## src/rtl/regfile_bank.sv

```systemverilog
// regfile_bank: parametrised register bank with bypass,
// zero register, busy scoreboard and full-state dump.
module regfile_bank #(
  parameter int DATA_W   = 32,
  parameter int NUM_REGS = 32,
  parameter int ADDR_W   = $clog2(NUM_REGS),
  parameter int NUM_RD   = 2,
  parameter int BYPASS   = 1,
  parameter int ZERO_REG = 1
) (
  input  logic                       clk,
  input  logic                       rst,
  input  logic                       wr_en,
  input  logic [ADDR_W-1:0]          wr_addr,
  input  logic [DATA_W-1:0]          wr_data,
  input  logic [NUM_RD*ADDR_W-1:0]   rd_addr,
  output logic [NUM_RD*DATA_W-1:0]   rd_data,
  input  logic                       busy_set,
  input  logic [ADDR_W-1:0]          busy_addr,
  output logic [NUM_REGS-1:0]        busy,
  output logic [NUM_REGS*DATA_W-1:0] dump_regs
);

  localparam bit ZR = (ZERO_REG != 0);
  localparam bit BP = (BYPASS != 0);

  logic [DATA_W-1:0]   r_regs [NUM_REGS];
  logic [NUM_REGS-1:0] r_busy;
  logic [NUM_REGS-1:0] w_busy_nxt;
  logic                w_wr_ok;

  // a write to the hardwired zero register is dropped
  assign w_wr_ok = wr_en && !(ZR && (wr_addr == '0));

  // register storage, cleared asynchronously
  always_ff @(posedge clk or posedge rst) begin
    if (rst) begin
      for (int i = 0; i < NUM_REGS; i++) begin
        r_regs[i] <= '0;
      end
    end else if (w_wr_ok) begin
      r_regs[wr_addr] <= wr_data;
    end
  end

  // scoreboard next state: write clears, a new issue wins
  always_comb begin
    w_busy_nxt = r_busy;
    if (wr_en) begin
      w_busy_nxt[wr_addr] = 1'b0;
    end
    if (busy_set) begin
      w_busy_nxt[busy_addr] = 1'b1;
    end
    if (ZR) begin
      w_busy_nxt[0] = 1'b0;
    end
  end

  // scoreboard register
  always_ff @(posedge clk or posedge rst) begin
    if (rst) begin
      r_busy <= '0;
    end else begin
      r_busy <= w_busy_nxt;
    end
  end

  assign busy = r_busy;

  for (genvar i = 0; i < NUM_REGS; i++) begin : g_dump
    assign dump_regs[i*DATA_W +: DATA_W] = r_regs[i];
  end

  for (genvar p = 0; p < NUM_RD; p++) begin : g_rd
    logic [ADDR_W-1:0] w_ra;
    logic [DATA_W-1:0] w_rd;

    assign w_ra = rd_addr[p*ADDR_W +: ADDR_W];

    // read mux: zero reg, then same-cycle forward, then storage
    always_comb begin
      w_rd = r_regs[w_ra];
      if (ZR && (w_ra == '0)) begin
        w_rd = '0;
      end else if (BP && w_wr_ok && (wr_addr == w_ra)) begin
        w_rd = wr_data;
      end
    end

    assign rd_data[p*DATA_W +: DATA_W] = w_rd;
  end

endmodule

```

## config.mk

```make
export PLATFORM = sky130hd
export DESIGN_NAME = regfile_bank
export DESIGN_NICKNAME = d
export VERILOG_FILES = /design/src/rtl/regfile_bank.sv
export SDC_FILE = /design/constraint.sdc
export NUM_CORES = 2
export LEC_CHECK = 0
export BUFFER_PORTS_ARGS = -buffer_cell sky130_fd_sc_hd__buf_4
export CAP_MARGIN = 20
export CORE_MARGIN = 10
export CORE_UTILIZATION = 30
export CTS_CLUSTER_SIZE = 20
export DETAILED_ROUTE_END_ITERATION = 12
export PLACE_DENSITY_LB_ADDON = 0.1
export SYNTH_ARGS = -nofsm -noshare
export SYNTH_HDL_FRONTEND = slang
export SYNTH_SLANG_ARGS = --single-unit
```

## constraint.sdc

```tcl
create_clock -name clk -period 31.5 [get_ports clk]
set_input_delay 3.15 -clock clk [delete_from_list [all_inputs] [get_ports clk]]
set_output_delay 3.15 -clock clk [all_outputs]
set_load 0.03 [all_outputs]
```

[Word-level counts from Yosys, hierarchy flattened]
Cells that the tools add are included.
Widths: inputs -> output; s select.
Operators by class
  order comparisons: 8
  muxes and demuxes: 19
  bitwise logic cells: 6
  reduce and logical (&&, ||, !) cells: 10
  equality and inequality tests: 2
Operators by type and width (count)
  $bwmux 1024: 1
  $mux 32: 11
  $bmux 32 s5: 2
  $demux 32 s5: 1
  $and 32x32->32: 1
  $not 32->32: 1
  $or 32x32->32: 1
  $ge 6x6->1 const B: 3
  $not 5->6: 3
  $logic_not 5->1: 3
  $lt 5x6->1 const B: 2
  $demux 1 s5: 2
  $eq 5x5->1: 2
  $ge 5x1->1 const B: 2
  $logic_and 1x1->1: 6
  $lt 6x1->1 const B: 1
  $mux 1: 2
  $logic_not 1->1: 1
Word-level totals
  bits in registers: 1055
  input port bits: 56

[Longest topological paths before layout]
  depth after elaboration: 9
  depth in mapped cells: 11
  mapped depth without buffers: 5

[Worst setup path before layout]
No wires, ideal clock.
  kind: input-to-output
  start point: input port rd_addr[1]
  end point: output port rd_data[18]
  stages: 8
  slack: 23.242 ns
  path buffers: 4
  data arrival time: 5.108 ns
  cells stage by stage: buf_2 > buf_2 > buf_2 > buf_1 > nor2_1 > a2111oi_0 > nor3_1 > a21oi_1
Between the ends
  word-level cells in the longest chain between the ends: 6
  elaborated cells between the ends (all ways): 9
Ends and longest elaborated chain
  from (decl): RTL line 16  | input logic [NUM_RD*ADDR_W-1:0] rd_addr,
  $not 5->6 (not written as such): RTL line 83  | w_rd = r_regs[w_ra];
  $bmux 32 s5: RTL line 83
  $mux 32 (not written as such) (2 in a row): RTL line 83
  $mux 32: RTL line 86  | end else if (BP && w_wr_ok && (wr_addr == w_ra)) begin
  $mux 32 *: RTL line 84  | if (ZR && (w_ra == '0)) begin
  to (decl): RTL line 17  | output logic [NUM_RD*DATA_W-1:0] rd_data,
Every way passes the cells marked *; elsewhere a longest branch is shown, timed or not. The select of a mux whose other input is x is not followed.

[Final worst setup path]
  start point: input port rd_addr[5]
  end point: output port rd_data[42]
Same word-level chain as after synthesis.

==> flow_summary.yaml <==
power_and_ir_drop:
  report.power.total_mw: 5.57
  p_leak_nw: 32.9
  powerDensity_nw_per_um2: 77.2
  vdd_drop_max_mv: 0.0464
floorplanning:
  core_area_um2: 187000
  die_y_um: 454
  fp.dieW_um: 454
  rows: 159
  start_util: 0.301
  die-area_um2: 206000
  ios: 1176
synthesis:
  synth_area_um2: 56400
  synthAdderAreaFrac: 0
  synthSimpleGateAreaFrac: 0.0236
  synth_edf_count: 0
  postSynthCellCount: 3915
  ys_warn_count: 0
  syn_avg_cell_area_um2: 14.4
  synth.distinct_cells: 51
  synth_seq_area_share: 0.468
  yosys_register_bits: 1055
  yosysTopAreaCell: "dfrtp_1"
  synth_top_cell_area_share: 0.468
  synth_compound_area_frac: 0.0591
  async_flop_share: 1.00
  ys.flop_type: "dfrtp_1"
  synthXorXnorAreaFrac: 0.00155
  synth.area.top_cells: "dfrtp_1 (47%), mux2_2 (20%), mux4_2 (16%)"
  synth_top_family_by_area: "multiplexers"
  syn_nets: 3971
  muxShareOfSynthArea: 0.410
setup_path:
  cp.arrival_ns: 8.50
  critical_path_class: "primary input to primary output"
  cp_max_fo: 75
  cp_data_required_time_ns: 28.35
  critPathLaunchType: "primary input"
  critPathSlowestCell: "buf_4"
  slowest_delay_ns: 0.84
  endpoint_kind: "primary output"
  crit_path_frequent_cell: "buf_4"
  cp_cell_sequence: "buf_8 > buf_4 > buf_4 > buf_4 > buf_4 > mux2i_1 > a221oi_1 > a21oi_1 > nor3_1 > a221o_1 > buf_4"
cells_and_area:
  final_cell_area_um2: 72100
  nets: 4936
  nFillCells: 18100
  drive_above_1_share: 0.592
  stdcell_count: 7494
  mostFrequentLayoutCell: "buf_4"
  syn_to_final_growth_pct: 27.8
  final_cell_mix: "buf_4 (1248), dfrtp_1 (1055), mux2_2 (996)"
global_routing:
  track_usage: 0.304
  overflow: 0
  grt_pass1_wl_um: 432000
  grt_pass1_vias: 45100
  grt_max_degree: 157
  grt_antenna_before_repair: 15
sta:
  finalCriticalPeriod_ns: 11.65
  max_freq_mhz: 85.8
  slew_headroom: 0.215
  tns_ns: 0
  tightest_slew_ns: 1.18
  report.final.hold_viol_count: 0
  drv_slew: 0
  setup_viol: 0
  clock-skew-final_ns: 0
  fin_crit_sh: 0.370
  grt_setup_unrepaired: "false"
route:
  first_pass_iters: 5
  postRouteAntennaNets: 0
  initialDrtViolationCount: 4053
  drc: 0
  vias: 44000
  wire_per_inst_um: 43.2
  vias_per_cell: 5.87
  drt-total-wl_um: 323000
outcome:
  run_status: "finished clean"
clock_network:
  clkLatencyLatePin_ns: 0.80
  cts_tree: "yes"
  cts_buffers: 136
  hold_buffers: 0
  path_clk_slew_ns: 0.06
  numClockSinks: 1055
  cts_root_buf: "clkbuf_16"
  post_cts_buffers: 0
  cts_buffer_depth: 3
  cts_htree_levels: 4
  post_cts_resize_count: 0
placed_design:
  hpwl_um: 224000
  io_buffers: 1174
  place_congestion: 0.851
  dp_cells: 7234
  post_dp_cell_area_um2: 67500
run:
  maxCapViolations: 0
min_path:
  hold_path_class: "flop to flop"
==> report_power, final <==
part | internal [mW] | leakage (nW) | switching (mW)
clock network | 0.954 | 2.24 | 0.666
logic | 0.787 | 17.2 | 1.19
registers | 1.61 | 13.5 | 0.360
total | 3.36 | 32.9 | 2.21
==> synthesized netlist by cell type (all sizes together), types with 5 or more instances <==
cell    instances
and2           20
nand2          35
nor2b           6
o21bai         10
xnor2          10
nor3b          11
buf           204
nand3b          9
nand3          16
inv             5
nand2b         23
a221o          50
a211o          15
a221oi         95
mux2i         297
a21oi          68
and3            6
o21ai          74
or2             5
nor3           71
o22ai          47
mux4          398
a22oi          32
a211oi         30
dfrtp        1055
nor2           39
a22o           17
mux2          996
clkbuf        236
==> stage by stage <==
step	hold slack [ns]	worst slack [ns]	utilization
floorplan	0.657	13.80	-
global placement	0.411	19.64	0.360
detailed placement	0.417	19.59	0.360
CTS	0.430	19.58	0.384
global route	0.449	19.37	0.385
finish	0.429	19.85	0.385
==> sequential cells by signal, summed over array words and instances, names as in the netlist <==
| signal | flops |
|---|---|
| dump_regs | 1024 |
| busy | 31 |
==> metal layers <==
layer | global-route usage | share of wire
met1 | 0.363 | 0.38
met2 | 0.504 | 0.48
met3 | 0.0733 | 0.071
met4 | 0.164 | 0.064
met5 | 0 | 0.000025
==> path summary, 6_finish.rpt <==
| check | depth (start not counted) | from | to | slack (ns) |
|---|---|---|---|---|
| hold / removal | 0 | dump_regs[6] | dump_regs[6] | 0.43 |
| min in group asynchronous | 3 | rst | dump_regs[441] | 2.56 |
| setup reg to reg | 1 | dump_regs[436] | dump_regs[436] | 30.52 |
| setup / recovery | 11 | rd_addr[5] | rd_data[42] | 19.85 |
| hold reg to reg | 0 | dump_regs[6] | dump_regs[6] | 0.43 |
| max in group asynchronous | 7 | rst | dump_regs[1] | 25.20 |
==> cell type report <==
type	count	area, µm²	share of cell area
Clock inverter	45	462	0.00640
Clock buffer	199	4110	0.0570
Antenna cell	13	32.5	0.000451
Timing Repair Buffer	1267	9680	0.134
Sequential cell	1055	26400	0.366
Tap cell	2495	3120	0.0433
Multi-Input combinational cell	2414	28300	0.392
Inverter	6	32.5	0.000451
==> worst max-delay path: cells and delay by family <==
family	cells	cell delay, ns
buffers and inverters	6	3.73
AO/OA/AOI/OAI	3	0.78
AND/OR/NAND/NOR	1	0.61
multiplexers	1	0.14
==> kinds of logic (layout without fill, tap and decap cells) <==
| kind of cell | Yosys count | count (layout) |
|---|---|---|
| XOR/XNOR | 10 | 10 |
| AO/OA/AOI/OAI | 459 | 459 |
| buffers and inverters | 446 | 1517 |
| other | 1 | 14 |
| flip-flops | 1055 | 1055 |
| AND/OR/NAND/NOR | 253 | 253 |
| multiplexers | 1691 | 1691 |
Note: power is estimated with default switching activity, not from simulation.
